<file path="src/rtl/ft601_pkg.sv">
// ---------------------------------------------------------------------------
// ft601_pkg
// Shared constants and types for the FT601 multi-channel FIFO packet blocks
// (tx packetizer, rx depacketizer).
//   FT601_WORD_BYTES : bytes per FIFO word
//   FT601_HDR_MAGIC  : first byte of the optional packet header word
//   pkt_state_t      : packetizer state encoding
//   ft601_hdr_t      : header word layout {magic, chan, seq}
// ---------------------------------------------------------------------------
package ft601_pkg;

    localparam int         FT601_WORD_BYTES = 4;
    localparam logic [7:0] FT601_HDR_MAGIC  = 8'hA5;

    typedef enum logic [1:0] {
        IDLE = 2'd0,
        HDR  = 2'd1,
        FILL = 2'd2,
        PUSH = 2'd3
    } pkt_state_t;

    typedef struct packed {
        logic [7:0]  magic;
        logic [7:0]  chan;
        logic [15:0] seq;
    } ft601_hdr_t;

    // Assemble a header word from channel number and sequence number.
    function automatic ft601_hdr_t ft601_make_hdr(input logic [7:0] chan, input logic [15:0] seq);
        ft601_hdr_t h;
        h.magic = FT601_HDR_MAGIC;
        h.chan  = chan;
        h.seq   = seq;
        return h;
    endfunction

endpackage

</file>
<file path="src/rtl/ft601_idle_timer.sv">
// ---------------------------------------------------------------------------
// ft601_idle_timer
// Counts idle cycles and flags the cycle in which the count reaches
// TIMEOUT_CYCLES-1 while still enabled. TIMEOUT_CYCLES = 0 disables the
// timeout pulse entirely.
// Ports:
//   clk      in  system clock
//   reset_n  in  asynchronous active-low reset
//   clear    in  restart counting from zero (has priority over enable)
//   enable   in  count this cycle as idle
//   timeout  out combinational pulse: this idle cycle is the last one allowed
// ---------------------------------------------------------------------------
module ft601_idle_timer #(
    parameter int TIMEOUT_CYCLES = 4096
) (
    input  logic clk,
    input  logic reset_n,
    input  logic clear,
    input  logic enable,
    output logic timeout
);

    localparam int          CW       = (TIMEOUT_CYCLES > 1) ? $clog2(TIMEOUT_CYCLES) : 1;
    localparam int          LAST_I   = (TIMEOUT_CYCLES > 0) ? (TIMEOUT_CYCLES - 1) : 0;
    localparam logic [CW-1:0] LAST_W = LAST_I[CW-1:0];
    localparam logic [CW-1:0] CNT_ONE = CW'(1'b1);
    localparam bit          TIMER_ON = (TIMEOUT_CYCLES != 0);

    logic [CW-1:0] idle_r;

    // Idle cycle counter: cleared on request, otherwise advances while enabled.
    always_ff @(posedge clk or negedge reset_n) begin
        if (!reset_n) begin
            idle_r <= '0;
        end else if (clear) begin
            idle_r <= '0;
        end else if (enable) begin
            idle_r <= idle_r + CNT_ONE;
        end else begin
            idle_r <= idle_r;
        end
    end

    assign timeout = TIMER_ON && enable && !clear && (idle_r == LAST_W);

endmodule

</file>
<file path="src/rtl/ft601_tx_packetizer.sv">
// ---------------------------------------------------------------------------
// ft601_tx_packetizer
// Feeds one FT601 write channel from a 32-bit valid/ready stream. Words are
// written into the channel FIFO (wr_en one cycle after each transfer) and
// committed with a one-cycle wr_push when the packet is full, when the source
// marks in_last, or when a partial packet has been idle for TIMEOUT_CYCLES.
//
// Optional build macro FT601_PKT_HEADER_EN: each packet starts with a header
// word {8'hA5, CHANNEL_NUM[7:0], pkt_count[15:0]} that counts toward the
// packet word budget.
//
// Ports:
//   clk, reset_n            clock, asynchronous active-low reset
//   in_data/in_be           stream word and its byte enables
//   in_valid/in_ready       stream handshake (in_ready is combinational)
//   in_last                 word closes the current packet
//   wr_data/wr_be/wr_en     FIFO write (registered)
//   wr_push                 one-cycle packet commit (registered)
//   wr_full                 FIFO cannot take a word this cycle
//   wr_has_packet_space     room for a whole packet, checked before each packet
//   pkt_count               packets pushed (wraps)
//   timeout_count           pushes caused by idle timeout (wraps)
// ---------------------------------------------------------------------------
module ft601_tx_packetizer
    import ft601_pkg::*;
#(
    parameter int MAX_PACKET_SIZE = 1024,
    parameter int TIMEOUT_CYCLES  = 4096,
    parameter int CHANNEL_NUM     = 1
) (
    input  logic        clk,
    input  logic        reset_n,
    input  logic [31:0] in_data,
    input  logic [3:0]  in_be,
    input  logic        in_valid,
    input  logic        in_last,
    output logic        in_ready,
    output logic [31:0] wr_data,
    output logic [3:0]  wr_be,
    output logic        wr_en,
    output logic        wr_push,
    input  logic        wr_full,
    input  logic        wr_has_packet_space,
    output logic [15:0] pkt_count,
    output logic [15:0] timeout_count
);

    localparam int              WORDS    = MAX_PACKET_SIZE / FT601_WORD_BYTES;
    localparam int              WCW      = $clog2(WORDS + 1);
    localparam logic [WCW-1:0]  WORDS_W  = WORDS[WCW-1:0];
    localparam logic [WCW-1:0]  WCNT_ONE = WCW'(1'b1);
    localparam logic [7:0]      CHAN_W   = CHANNEL_NUM[7:0];

`ifdef FT601_PKT_HEADER_EN
    localparam pkt_state_t FIRST_ST = HDR;
`else
    localparam pkt_state_t FIRST_ST = FILL;
`endif

    pkt_state_t     state_r, state_s;
    logic [WCW-1:0] wcnt_r, wcnt_s;
    logic [31:0]    wr_data_r;
    logic [3:0]     wr_be_r;
    logic           wr_en_r;
    logic           wr_push_r;
    logic [15:0]    pkt_count_r;
    logic [15:0]    timeout_count_r;

    logic           ready_s;
    logic           xfer_s;
    logic           hdr_write_s;
    logic           to_hit_s;
    logic           timeout_s;
    logic           timer_clear_s;
    logic           timer_en_s;
    ft601_hdr_t     hdr_s;

    assign ready_s  = (state_r == FILL) && !wr_full && (wcnt_r < WORDS_W);
    assign in_ready = ready_s;
    assign xfer_s   = in_valid && ready_s;
    assign hdr_s    = ft601_make_hdr(CHAN_W, pkt_count_r);

    // The idle count only runs for a non-empty packet being filled; any
    // transfer or leaving FILL restarts it. A stall on wr_full still counts.
    assign timer_clear_s = xfer_s || (state_r != FILL);
    assign timer_en_s    = (state_r == FILL) && (wcnt_r != '0) && !xfer_s;

    ft601_idle_timer #(
        .TIMEOUT_CYCLES (TIMEOUT_CYCLES)
    ) u_idle_timer (
        .clk     (clk),
        .reset_n (reset_n),
        .clear   (timer_clear_s),
        .enable  (timer_en_s),
        .timeout (timeout_s)
    );

    // Next-state and word-count logic of the packet framing FSM.
    always_comb begin
        state_s     = state_r;
        wcnt_s      = wcnt_r;
        hdr_write_s = 1'b0;
        to_hit_s    = 1'b0;
        case (state_r)
            IDLE: begin
                // Space is checked once per packet so a packet is never split.
                if (in_valid && wr_has_packet_space) begin
                    state_s = FIRST_ST;
                end else begin
                    state_s = IDLE;
                end
            end
`ifdef FT601_PKT_HEADER_EN
            HDR: begin
                if (!wr_full) begin
                    hdr_write_s = 1'b1;
                    wcnt_s      = WCNT_ONE;
                    if (WCNT_ONE == WORDS_W) begin
                        state_s = PUSH;
                    end else begin
                        state_s = FILL;
                    end
                end else begin
                    state_s = HDR;
                end
            end
`endif
            FILL: begin
                if (xfer_s) begin
                    wcnt_s = wcnt_r + WCNT_ONE;
                    // in_last on the final word of a full packet yields one push.
                    if (in_last || ((wcnt_r + WCNT_ONE) == WORDS_W)) begin
                        state_s = PUSH;
                    end else begin
                        state_s = FILL;
                    end
                end else if (timeout_s) begin
                    state_s  = PUSH;
                    to_hit_s = 1'b1;
                end else begin
                    state_s = FILL;
                end
            end
            PUSH: begin
                state_s = IDLE;
                wcnt_s  = '0;
            end
            default: begin
                state_s = IDLE;
                wcnt_s  = '0;
            end
        endcase
    end

    // FSM state and packet word count registers.
    always_ff @(posedge clk or negedge reset_n) begin
        if (!reset_n) begin
            state_r <= IDLE;
            wcnt_r  <= '0;
        end else begin
            state_r <= state_s;
            wcnt_r  <= wcnt_s;
        end
    end

    // FIFO write port: one registered write per accepted word or header.
    always_ff @(posedge clk or negedge reset_n) begin
        if (!reset_n) begin
            wr_en_r   <= 1'b0;
            wr_data_r <= 32'd0;
            wr_be_r   <= 4'd0;
        end else begin
            wr_en_r <= xfer_s || hdr_write_s;
            if (hdr_write_s) begin
                wr_data_r <= hdr_s;
                wr_be_r   <= 4'hF;
            end else if (xfer_s) begin
                wr_data_r <= in_data;
                wr_be_r   <= in_be;
            end else begin
                wr_data_r <= wr_data_r;
                wr_be_r   <= wr_be_r;
            end
        end
    end

    // Packet commit pulse and statistics counters. The push follows the PUSH
    // state, landing one cycle after the packet's final wr_en.
    always_ff @(posedge clk or negedge reset_n) begin
        if (!reset_n) begin
            wr_push_r       <= 1'b0;
            pkt_count_r     <= 16'd0;
            timeout_count_r <= 16'd0;
        end else begin
            wr_push_r <= (state_r == PUSH);
            if (state_r == PUSH) begin
                pkt_count_r <= pkt_count_r + 16'd1;
            end else begin
                pkt_count_r <= pkt_count_r;
            end
            if (to_hit_s) begin
                timeout_count_r <= timeout_count_r + 16'd1;
            end else begin
                timeout_count_r <= timeout_count_r;
            end
        end
    end

    assign wr_data       = wr_data_r;
    assign wr_be         = wr_be_r;
    assign wr_en         = wr_en_r;
    assign wr_push       = wr_push_r;
    assign pkt_count     = pkt_count_r;
    assign timeout_count = timeout_count_r;

endmodule

</file>
<file path="config.mk">
export PLATFORM = sky130hd
export DESIGN_NAME = ft601_tx_packetizer
export DESIGN_NICKNAME = d
export VERILOG_FILES = /design/src/rtl/ft601_pkg.sv /design/src/rtl/ft601_idle_timer.sv /design/src/rtl/ft601_tx_packetizer.sv
export SDC_FILE = /design/constraint.sdc
export NUM_CORES = 1
export LEC_CHECK = 0
export ABC_AREA = 0
export CAP_MARGIN = 20
export CORE_MARGIN = 2
export CORE_UTILIZATION = 30
export DETAILED_ROUTE_END_ITERATION = 10
export MAX_ROUTING_LAYER = met4
export SYNTH_ARGS = -nofsm -noshare
export SYNTH_HDL_FRONTEND = slang
export SYNTH_SLANG_ARGS = --single-unit
</file>
<file path="constraint.sdc">
create_clock -name clk -period 2.3 [get_ports clk]
set_input_delay 0.345 -clock clk [delete_from_list [all_inputs] [get_ports clk]]
set_output_delay 0.345 -clock clk [all_outputs]
set_load 0.02 [all_outputs]
</file>
==> results.md, run 1 <==
- Status: completed
- Hold Vio Cnt, Final: 0
- Initial antenna violation count: 0
- CTS sink cnt: 93
- Startpoint Class: flip-flop
- Mux cell area share after synthesis: 10.5%
- Clock Latency Late Sink: 0.34 ns
- Max Slew Vio Count: 0
- Pin count of the biggest net entering global routing: 48
- Fin crit period: 2.16 ns
- Main synth FF type: dfrtp_1
- WL/cell: 14.2 um
- Number of synthesized flops with an enable pin: 0
- First-pass detailed-route iteration total: 4
- Finished Cell Area: 5900 um2
- Die X: 122 um
- Max Cap Viol: 0
- Antenna Cells: 0
- Setup violations, final: 0
- Share of cells above drive strength 1: 18.0%
- Mean cell area of the mapped netlist: 12.2 um2
- Io pins: 113
- Critical path class: reg -> out
- Post-synthesis sequential area ratio: 55.3%
- Syn Nets: 393
- Synth Register Bits: 93
- WP buf/inv: 1
- Worst IR drop on VDD: 0.569 mV
- TNS Setup: 0 ns
- Initial core utilization: 30.5%
- Clock Skew: 0.00500 ns
- Final period utilization: 93.9%
- Total CTS buffers: 9
- Critical Path Sink Type: output port
- Largest family of logic cells by synthesized area: simple AND/OR/NAND/NOR gates
- Gr usage total: 13.4%
- Clk pin slew, worst setup/hold paths: 0.06 ns
- Reg2Reg Setup Slack: 0.22 ns
- Worst hold-check path type: in -> async
- Crit-path max FO: 8
- Area Overhead vs Synth: 40.3%
- Post-synthesis xor/xnor area fraction: 8.95%
- Slew at the pin closest to its max-slew limit: 0.563 ns
- Antenna-violating nets left: 0
- Multi-input logic area: 1770 um2
- Worst R2R Path Depth: 6
- Placeable Area: 13800 um2
- Vias per cell: 4.72
- Critical-path top delay cell: clkdlybuf4s50_1
- Htree depth: 3
- Simple-Gate Fraction of Synth Area: 15.8%
- Leakage Power: 0.00239 uW
- DRC: 0
- Die ar.: 15000 um2
- Synth async-reset ratio: 100%
- # resized after CTS: 0
- CTS tree: done
- Post-placement cell area: 5590 um2
- Worst r2r src: wcnt_r[0]$_DFFE_PN0P_
- GR Overflow Total: 0
- Syn Inst Count: 345
- Netlist cell types: 48
- Nets: 515
- Power Density: 899 nW/um2
- Crit path DAT: 1.82 ns
- DIE HEIGHT: 122 um
- Peak Freq: 0.463 GHz
- Storage cell area: 2330 um2
- # port buffers: 112
- YS warnings: 0
- CTS Buffer Depth: 2
- Root buffer selected by CTS: clkbuf_16
- CP Cell Sequence: nand2b_1 -> nor3_1 -> clkdlybuf4s50_1
- Synthesized cell area: 4210 um2
- # fillers: 1352
- Wire length of the first global-routing pass: 15.1 mm
- Total wire length: 9.28 mm
- Via count: 3078
- Synth Area in Adders: 1.78%
- Post-synthesis compound-gate area fraction: 4.73%
- Largest stage delay, worst path: 0.63 ns
- Gpl congestion: 0.782
- Vias in the first global route: 3077
- Rel. slew slack: 61.5%
- Finished Layout Cells: 652
- Floorplan row count: 43
- WHS: 0.432 ns
- RSZ-0062 raised after global routing: false
- Final HPWL DP: 6.63 mm
- Initial DRC count: 127
- WP data required: 1.96 ns
- Critical path's top delay family: buffers and inverters
- Worst flop-to-flop path endpoint: timeout_count[10]$_DFFE_PN0P_
- Placed Cells: 635
==> cell type report <==
class	count	area share, %
Inverter	12	0.763
Sequential cell	93	39.4
Clock buffer	13	4.41
Timing Repair Buffer	124	20.9
Clock inverter	3	0.742
Tap cell	180	3.82
Multi-Input combinational cell	227	29.9
==> through the flow <==
| step | power [uW] | setup slack, ns | utilization, % |
|---|---|---|---|
| finish | 5310 | 0.140 | 42.9 |
| detailed placement | 3840 | -0.00258 | 40.6 |
| global placement | 3800 | 0.0218 | 40.6 |
| floorplan | 3010 | 0.397 | - |
| CTS | 5390 | 0.0944 | 42.9 |
| global route | 5600 | 0.00511 | 42.9 |
==> routing by layer <==
metal,routed length [um],global-route usage (%),vias to the layer above
met5,0,-,-
met4,73,3.02,0
met3,648,5.20,9
met2,4520,21.0,96
met1,4030,16.3,1520
li1,-,-,1453
==> cells by family after synthesis <==
logic type / Yosys count
AO/OA/AOI/OAI: 28
buffers and inverters: 25
multiplexers: 39
flip-flops: 93
AND/OR/NAND/NOR: 111
adder cells (fa/ha/maj): 6
XOR/XNOR: 43
==> what timing repair did <==
action | in CTS | in global routing
hold endpoints to repair | 20 | 0
hold buffers | 1 | 0
buffers inserted | 0 | 0
==> cells in the mapped netlist (2+ instances only) <==
cell / number / area [um2]
dfrtp_1: 93 / 2330
mux2_2: 38 / 428
xnor2_1: 24 / 210
xor2_1: 19 / 166
nor2_1: 18 / 67.6
nand2_1: 17 / 63.8
nand3_1: 17 / 85.1
inv_1: 12 / 45.0
nand4_1: 10 / 62.6
a21oi_1: 9 / 45.0
and3_1: 9 / 56.3
buf_2: 7 / 35.0
nor3_1: 7 / 35.0
ha_1: 6 / 75.1
nor3_2: 6 / 60.1
o21ai_0: 5 / 25.0
or3_1: 5 / 31.3
and4_1: 4 / 35.0
a211oi_1: 3 / 22.5
clkbuf_1: 3 / 11.3
nor3b_2: 3 / 37.5
nor4_2: 2 / 25.0
or2_2: 2 / 12.5
or4_1: 2 / 15.0
==> cell usage in the layout, fill, tap and decap left out, types with 6 or more instances in the layout <==
cell             Yosys  final
a21oi_1              9      9
and3_1               9      9
buf_4                0     10
clkbuf_16            0      9
clkdlybuf4s50_1      0    111
dfrtp_1             93     93
ha_1                 6      6
inv_1               12     12
mux2_2              38     38
nand2_1             17     17
nand3_1             17     17
nand4_1             10     10
nor2_1              18     18
nor3_1               7      7
nor3_2               6      6
xnor2_1             24     24
xor2_1              19     19
==> state kept, by name, indices dropped and copies added, names as in the netlist <==
signal and flops:
state_r 2, wr_data 32, u_idle_timer.idle_r 12, timeout_count 16, wr_push 1, wcnt_r 9
wr_be 4, wr_en 1, pkt_count 16
==> where the power goes <==
group	internal, uW	total (uW)	switching [uW]	leakage (uW)
clock network	903	1510	606	0.000150
logic	841	1620	780	0.00108
registers	1940	2180	235	0.00116
==> worst max-delay path by stage <==
stage                                         endpoint  depth (start not counted)  slack (ns)                   from
final                                         in_ready                          3        0.14   state_r[1]$_DFF_PN0_
after CTS                                     in_ready                          3        0.09   state_r[1]$_DFF_PN0_
after detailed placement  timeout_count[1]$_DFFE_PN0P_                          6      -0.003               in_valid
after global placement    timeout_count[1]$_DFFE_PN0P_                          6        0.02               in_valid
after floorplan           timeout_count[1]$_DFFE_PN0P_                          6        0.40  wcnt_r[0]$_DFFE_PN0P_
after global routing                          in_ready                          3       0.005   state_r[1]$_DFF_PN0_
Power figures use the tool's default switching activity.
==> run 2, diff against run 1 <==
--- a/config.mk
+++ b/config.mk
@@ -10,6 +10,7 @@
 export CORE_MARGIN = 2
 export CORE_UTILIZATION = 30
 export DETAILED_ROUTE_END_ITERATION = 10
+export DONT_BUFFER_PORTS = 1
 export MAX_ROUTING_LAYER = met4
 export SYNTH_ARGS = -nofsm -noshare
 export SYNTH_HDL_FRONTEND = slang
==> results.md, run 2 (synthesis results as in run 1) <==
- Status: complete, but fails checks
- Failing checks: hold timing
- Fin crit period: 2.02 ns (-0.136 ns)
- CTS tree: done
- Clk pin slew, worst setup/hold paths: 0.07 ns (about the same)
- Final WS setup: 0.275 ns (+0.136 ns)
- # port buffers: 0 (-100%)
- GR Util met2: 19.6% (-1.5 points)
- RSZ-0062 raised after global routing: false
- Total wire length: 8.34 mm (-10%)
- Max Slew Vio Count: 0 (unchanged)
- Total CTS buffers: 9 (unchanged)
- Critical Path Sink Type: flip-flop
- Peak Freq: 0.494 GHz (+6.7%)
- Power Density: 994 nW/um2 (+11%)
- Crit-path max FO: 6 (-2)
- Die X: 122 um (unchanged)
- Gpl congestion: 0.781 (about the same)
- Share of cells above drive strength 1: 23.3% (+5.3 points)
- Gr usage total: 11.8% (-1.6 points)
- Max FFs per register: 32 (unchanged)
- CTS Buffer Depth: 2 (unchanged)
- Area Overhead vs Synth: 12.8%
- Commonest non-fill, non-tap cell in the layout: dfrtp_1
- Final period utilization: 88.0% (-5.9 points)
- Initial DRC count: 90 (-29%)
- Startpoint Class: flip-flop
- First-pass detailed-route iteration total: 5 (+1)
- Rel. slew slack: 67.4% (+5.9 points)
- Initial core utilization: 30.5% (unchanged)
- Reg2Reg Setup Slack: 0.28 ns (+0.06 ns)
- Most frequent cells in the layout: dfrtp_1, mux2_2, xnor2_1
- Slew at the pin closest to its max-slew limit: 0.477 ns (-0.0862 ns)
- Worst r2r src: wcnt_r[0]$_DFFE_PN0P_
- Wire length of the first global-routing pass: 13.5 mm (-11%)
- Floorplan row count: 43 (unchanged)
- Global Route met1 Usage: 13.4% (-2.9 points)
- Max Cap Viol: 0 (unchanged)
- Vias in the first global route: 2873 (-6.6%)
- Placeable Area: 13800 um2 (unchanged)
- Post-placement cell area: 4440 um2 (-21%)
- Critical path class: reg -> reg
- DRC: 0 (unchanged)
- Worst hold-check path type: in -> async
- Worst flop-to-flop path endpoint: timeout_count[7]$_DFFE_PN0P_
- Hold Vio Cnt, Final: 93 (+93)
- Routing usage on met3: 4.14% (-1.1 points)
- Die ar.: 15000 um2 (unchanged)
- Antenna Cells: 0 (unchanged)
- WHS: -0.302 ns (-0.734 ns)
- Vias per cell: 4.96 (+5.1%)
- TNS Setup: 0 ns (unchanged)
- Finished Cell Area: 4740 um2 (-20%)
- Clock Skew: 0.00843 ns (+0.00344 ns)
- WL/cell: 15.6 um (+9.4%)
- Root buffer selected by CTS: clkbuf_16
- DIE HEIGHT: 122 um (unchanged)
- Io pins: 113 (unchanged)
- Pin count of the biggest net entering global routing: 94 (+96%)
- Dpl ws: 0.277 ns (+0.280 ns)
- Final HPWL DP: 5.87 mm (-12%)
- # resized after CTS: 0 (unchanged)
- Leakage Power: 0.00194 uW (-19%)
- Initial antenna violation count: 0 (unchanged)
- Antenna-violating nets left: 0 (unchanged)
- Nets: 399 (-23%)
- Via count: 2659 (-14%)
- GR Overflow Total: 0 (unchanged)
- Crit path DAT: 2.24 ns (+0.42 ns)
- Clock Latency Late Sink: 0.34 ns (about the same)
- GRT Max-Usage Layer: met2
- CTS sink cnt: 93 (unchanged)
- Setup violations, final: 0 (unchanged)
- Worst R2R Path Depth: 6 (unchanged)
- Total chip power: 4720 uW (-11%)
- # fillers: 1406 (+4.0%)
- WP data required: 2.51 ns (+0.55 ns)
- Htree depth: 3 (unchanged)
- Worst IR drop on VDD: 0.495 mV (-13%)
run 2: power breakdown:
group	leakage, uW	switching [uW]	internal (uW)	total, uW
combinational	0.000626	313	355	668
clock	0.000152	615	902	1520
sequential	0.00116	595	1940	2530
total	0.00194	1520	3190	4720
run 2: area by class of cell:
cell class / count / area [um2] / share of cell area (%)
Tap cell: 180 / 225 / 4.75
Multi-Input combinational cell: 227 / 1770 / 37.2
Clock buffer: 11 / 253 / 5.33
Sequential cell: 93 / 2330 / 49.1
Clock inverter: 5 / 56.3 / 1.19
Inverter: 12 / 45.0 / 0.949
Timing Repair Buffer: 8 / 72.6 / 1.53
run 2: timing repair:
action | CTS | global route
setup endpoints to repair | 0 | 0
setup buffers | 0 | 0
hold endpoints to repair | 93 | 93
run 2: metrics by stage:
stage	utilization [%]	cells	hold WS [ns]
2_1_floorplan	-	345	0.0494
3_3_place_gp	32.2	520	0.0530
3_5_place_dp	32.2	520	0.0528
4_1_cts	34.4	536	-0.317
5_1_grt	34.4	536	-0.325
6_report	34.4	536	-0.302
run 2: layer usage:
| layer | vias up | wire (um) |
|---|---|---|
| met5 | - | 0 |
| met3 | 9 | 597 |
| met1 | 1336 | 3430 |
| met4 | 0 | 105 |
| li1 | 1226 | - |
| met2 | 88 | 4210 |
run 2: worst max-delay path by stage:
stage	cells past startpoint	slack [ns]	start	end
CTS	6	0.27	wcnt_r[0]$_DFFE_PN0P_	timeout_count[8]$_DFFE_PN0P_
floorplan	6	0.40	wcnt_r[0]$_DFFE_PN0P_	timeout_count[1]$_DFFE_PN0P_
global route	6	0.13	wcnt_r[1]$_DFFE_PN0P_	timeout_count[10]$_DFFE_PN0P_
finish	6	0.28	wcnt_r[0]$_DFFE_PN0P_	timeout_count[7]$_DFFE_PN0P_
global placement	6	0.32	wcnt_r[0]$_DFFE_PN0P_	timeout_count[8]$_DFFE_PN0P_
detailed placement	6	0.28	wcnt_r[0]$_DFFE_PN0P_	timeout_count[10]$_DFFE_PN0P_
run 2: worst max-delay path, stage by stage, from the launching register on:
cell and delay [ns]:
dfrtp_1 0.42, inv_1 0.10, ha_1 0.16, or4b_1 0.55, o211ai_2 0.38, nor3_1 0.12, xor2_1 0.16
==> run 3, diff against run 2 <==
--- a/config.mk
+++ b/config.mk
@@ -12,6 +12,7 @@
 export DETAILED_ROUTE_END_ITERATION = 10
 export DONT_BUFFER_PORTS = 1
 export MAX_ROUTING_LAYER = met4
+export SLEW_MARGIN = 10
 export SYNTH_ARGS = -nofsm -noshare
 export SYNTH_HDL_FRONTEND = slang
 export SYNTH_SLANG_ARGS = --single-unit
==> results of run 3 <==
No change in the layout: final DEF, timing and power equal those of run 2.
==> edit 1: new RTL, settings of run 1 <==
Put one more register stage on the output `timeout_count`, with the module's reset. The value now appears one clock later. The other outputs are not delayed to match.
--- a/src/rtl/ft601_tx_packetizer.sv
+++ b/src/rtl/ft601_tx_packetizer.sv
@@ -213,3 +213,9 @@
     assign pkt_count     = pkt_count_r;
-    assign timeout_count = timeout_count_r;
+    always_ff @(posedge clk or negedge reset_n) begin
+        if (!reset_n) begin
+            timeout_count <= '0;
+        end else begin
+            timeout_count <= timeout_count_r;
+        end
+    end
 
Check against the original RTL: same outputs for any inputs over 10 cycles, from zero or initial values and one cycle with reset_n low; that may be too few to reach the edited logic, so the function may still have changed.
==> edit 1 against run 1 <==
Total power increased by 0.73%; clock skew increased by 0.0034 ns; sequential cell count increased by 16; setup slack got worse by 0.036 ns; final area increased by 8.2%; fmax decreased by 1.6%; synthesized area increased by 11%; worst hold slack got worse by 0.0064 ns; routed wire length increased by 6.2%; highest routed layer unchanged.
==> edit 1: results (changes against run 1) <==
The flow ran to the end, and the final reports show no timing, DRC or antenna violations. Internal power component: 0.00378 W (+2.5%). The clock network contribution to total cell area was 4.78% (-0.37 points).

The post-detailed-route wirelength per cell was 14.2 um (-0.22%); the post-synthesis share of cell area spent on xor and xnor gates was 7.15% (-1.8 points). The number of fill cells in the layout is 1426 (+5.5%), and the core occupancy in the finished layout is 42.0% (-0.84 points). The run gives 7.17 mm (+8.1%) as the detailed placer's ending HPWL. The tools report the placed instance area as 6070 um2 (+8.6%). The first-pass GRT wire length was 16.6 mm (+9.3%); the fraction of the mapped netlist area in adder cells was 1.61% (-0.17 points). Number of flip-flops and latches: 109 (+17%). The tools report the worst setup skew after layout as 0.00839 ns (+0.00339 ns). The maximum fanout count along the critical path was 9 (+1); the non-clock buffer contribution to total cell area was 20.0% (-0.93 points).

The number of instances in the synthesized netlist was 378 (+9.6%); the non-clock buffer instance count of the final layout was 128 (+3.2%). The tools report the number of nets in the layout as 550 (+6.8%). The multi-input logic cell count is 247 (+8.8%), and the complex-gate fraction of the synthesized area is 4.17% (-0.56 points). The fraction of the yosys area taken by sequential cells came out at 58.6% (+3.3 points).

The pin count of the biggest net entering global routing is 41 (-15%). The path class of the lowest-slack min-delay path is reg2reg. Peak supply drop: 0.445 mV (-22%). The tools report the global-route usage over all layers as 12.9% (-0.47 points). By count the netlist is led by 109 x sky130_fd_sc_hd__dfrtp_1, 37 x sky130_fd_sc_hd__mux2_2, 23 x sky130_fd_sc_hd__nand2_1.

The logs give 426 (+8.4%) for the net count of the mapped netlist and 176 (+39%) for the DRC marker count from the first detailed-route iteration. The fraction of synthesized area in multiplexers came out at 10.1% (-0.39 points). For the combined area of the multi-input logic cells, the log shows 1810 um2 (+2.8%).
edit 1: cell types whose count changed after synthesis, moves of 5 or more:
cell                      change
sky130_fd_sc_hd__and3_1       -6
sky130_fd_sc_hd__xnor2_1      -7
sky130_fd_sc_hd__dfrtp_1     +16
sky130_fd_sc_hd__nand2_1      +6
sky130_fd_sc_hd__inv_1        -5
sky130_fd_sc_hd__or3_1        +6
sky130_fd_sc_hd__nand4_1      +8
sky130_fd_sc_hd__nor4_1      +15
edit 1: worst paths after layout:
| path | start | endpoint | slack (ns) | cells after the start |
|---|---|---|---|---|
| min | timeout_count_r[15] | timeout_count[15] | 0.43 | 0 |
| max in group asynchronous | reset_n | pkt_count[11] | 1.16 | 3 |
| max reg2reg | wcnt_r[0] | timeout_count_r[14] | 0.20 | 7 |
| max | state_r[1] | in_ready | 0.10 | 3 |
| min in group asynchronous | reset_n | timeout_count_r[15] | 0.55 | 2 |
| min reg2reg | timeout_count_r[15] | timeout_count[15] | 0.43 | 0 |
edit 1: layer usage:
metal	vias to the layer above	global-route usage [%]	share of wire [%]
met5	-	-	0
met3	10	3.66	6.3
met4	0	3.84	1.2
met2	103	20.5	46
li1	1598	-	-
met1	1645	16.2	46
edit 1: worst reg2reg max path: stages, from the launching register on:
cell                       delay (ns)
sky130_fd_sc_hd__dfrtp_1         0.38
sky130_fd_sc_hd__inv_1           0.09
sky130_fd_sc_hd__ha_1            0.17
sky130_fd_sc_hd__or4b_4          0.51
sky130_fd_sc_hd__o311ai_4        0.31
sky130_fd_sc_hd__buf_4           0.26
sky130_fd_sc_hd__nor4_1          0.10
sky130_fd_sc_hd__xor2_1          0.16
edit 1: timing repair:
item / 4_1_cts / 5_1_grt
endpoints found under the hold margin: 37 / 0
hold buffers: 1 / 0
resized for setup: 1 / 0
endpoints found under the setup margin: 1 / 0
==> edit 2: new RTL, flow settings as in run 1 <==
Without the edit above. `TIMEOUT_CYCLES` is set to 4096 in 2 places; all go to 8192.
--- a/src/rtl/ft601_idle_timer.sv
+++ b/src/rtl/ft601_idle_timer.sv
@@ -13,3 +13,3 @@
 module ft601_idle_timer #(
-    parameter int TIMEOUT_CYCLES = 4096
+    parameter int TIMEOUT_CYCLES = 8192
 ) (
--- a/src/rtl/ft601_tx_packetizer.sv
+++ b/src/rtl/ft601_tx_packetizer.sv
@@ -27,3 +27,3 @@
     parameter int MAX_PACKET_SIZE = 1024,
-    parameter int TIMEOUT_CYCLES  = 4096,
+    parameter int TIMEOUT_CYCLES  = 8192,
     parameter int CHANNEL_NUM     = 1
Check against the original RTL: same outputs for any inputs over 10 cycles, from zero or initial values and one cycle with reset_n low; that may be too few to reach the edited logic, so the function may still have changed.
==> edit 2 against run 1 <==
Total power shrank 6.2%; final area shrank 1.5%; synthesized cell count shrank 2.0%; routed wire length shrank 3.6%; core utilization grew 1.0 points; synthesized area shrank 3.0%; clock power grew 7%; register-to-register slack gained 0.12 ns; clock skew grew 0.0025 ns; setup slack gained 0.079 ns; non-clock buffer count shrank 3; sequential cell count grew 1; critical path type unchanged; critical endpoint unchanged; largest cell class unchanged; largest power group unchanged.
==> edit 2: results (changes against run 1) <==
The flow ran to the end, and the final reports show no timing, DRC or antenna violations. The pin count of the biggest net entering global routing was 47 (-2.1%); the number of vias per cell was 4.57 (-3.3%). The non-clock buffer contribution to total cell area is 20.9% (-0.063 points). The global placer's final weighted congestion is 0.749 (-4.1%). The multi-input gate share of the layout cell area is 28.9% (-1.0 points), and the clock buffer count is 11 (-2).

The first-pass GRT wire length was 15.0 mm (-1.1%); the total iterations of the first detailed-routing run was 4 (unchanged). The number of synthesized register bits is 94 (+1.1%). Total wire length: 8.95 mm (-3.6%). The flip-flop and latch power came out at 0.00209 W (-4%). The tools report the critical path launch point as state_r[0]. The number of setup buffers added after CTS is 0 (unchanged), and the detailed placer's ending HPWL is 6.39 mm (-3.6%). The fraction of final layout cells sized beyond drive strength 1 is 15.0% (-3.1 points). The run gives 158 (+24%) as the DRC marker count from the first detailed-route iteration. For the worst setup slack for register-to-register paths, the log shows 0.34 ns (+0.12 ns). The depth of the most critical reg-to-reg path was 7 (+1); the worst setup skew after layout was 0.00748 ns (+0.00248 ns).

For the power in the clock group, the log shows 0.00162 W (+7%). The number of standard cells in the layout, taps in and fillers out was 644 (-1.2%). The run gives 0.00354 W (-3.8%) as the internal power component.

The peak supply drop is 0.500 mV (-12%). By area the synthesized netlist is led by sky130_fd_sc_hd__dfrtp_1 58%, sky130_fd_sc_hd__mux2_2 10%, sky130_fd_sc_hd__xnor2_1 5.2%. Global-route usage over all layers: 13.4% (about the same). The number of unique standard cell types used by synthesis is 34 (-29%), and the arrival time of data at the critical path endpoint is 1.74 ns (-0.08 ns). Total instance count after detailed placement: 627 (-1.3%). The number of fill cells in the layout was 1281 (-5.3%); the transition time at the pin with the least slew margin was 0.555 ns (-0.00827 ns). The total leakage power was 2.53 nW (+5.5%); the synthesized area per cell was 12.1 um2 (-0.97%). End of the worst register-to-register path: timeout_count[4]. The number of non-clock inverters in the layout is 6 (-6), and the sequential portion of the cell area is 40.5% (+1.0 points). The run gives 231 (+1.8%) as the multi-input logic cell count. Sorting the synthesized cells by how often they occur yields 94 x sky130_fd_sc_hd__dfrtp_1, 37 x sky130_fd_sc_hd__mux2_2, 34 x sky130_fd_sc_hd__nor2_1. The non-clock buffer instance count of the final layout was 121 (-2.4%).

The tools report the number of nets in the layout as 510 (-0.97%). The net count of the mapped netlist came out at 385 (-2.0%). Clock latency on the worst-skew pair, taken at its later pin, is 0.35 ns. The final antenna diode count was 0 (unchanged); the maximum fanout count along the critical path was 4 (-4). The CTS H-tree depth is 3 (unchanged), and the clock network contribution to total cell area is 5.60% (+0.45 points). The cell at the root of the clock tree is sky130_fd_sc_hd__clkbuf_16. The logs give 57.6% (+2.3 points) for the fraction of the yosys area taken by sequential cells and 2964 (-3.7%) for the via count of the first global-routing pass.
## edit 2: stage by stage
step                util [%]  power [W]  hold WS [ns]  setup slack (ns)  area (um2)
CTS                     43.9    0.00506         0.419             0.181        5810
global placement        41.4    0.00337         0.252             0.110        5480
finish                  43.9    0.00497         0.424             0.219        5810
floorplan                  -    0.00274        0.0494             0.445        4080
detailed placement      41.4    0.00339         0.252            0.0602        5480
global route            43.9    0.00523         0.449             0.134        5810
## edit 2: layer usage
| layer | track usage, % | part of all wire, % |
|---|---|---|
| met5 | - | 0 |
| met4 | 3.27 | 0.95 |
| met3 | 6.13 | 7.3 |
| met2 | 21.0 | 47 |
| met1 | 15.7 | 44 |
## edit 2: cell families after synthesis
logic type	after synthesis	synth area share [%]
adder cells (fa/ha/maj)	5	1.53
buffers and inverters	13	1.41
multiplexers	37	10.2
XOR/XNOR	48	10.3
AO/OA/AOI/OAI	10	1.53
AND/OR/NAND/NOR	131	17.4
flip-flops	94	57.6
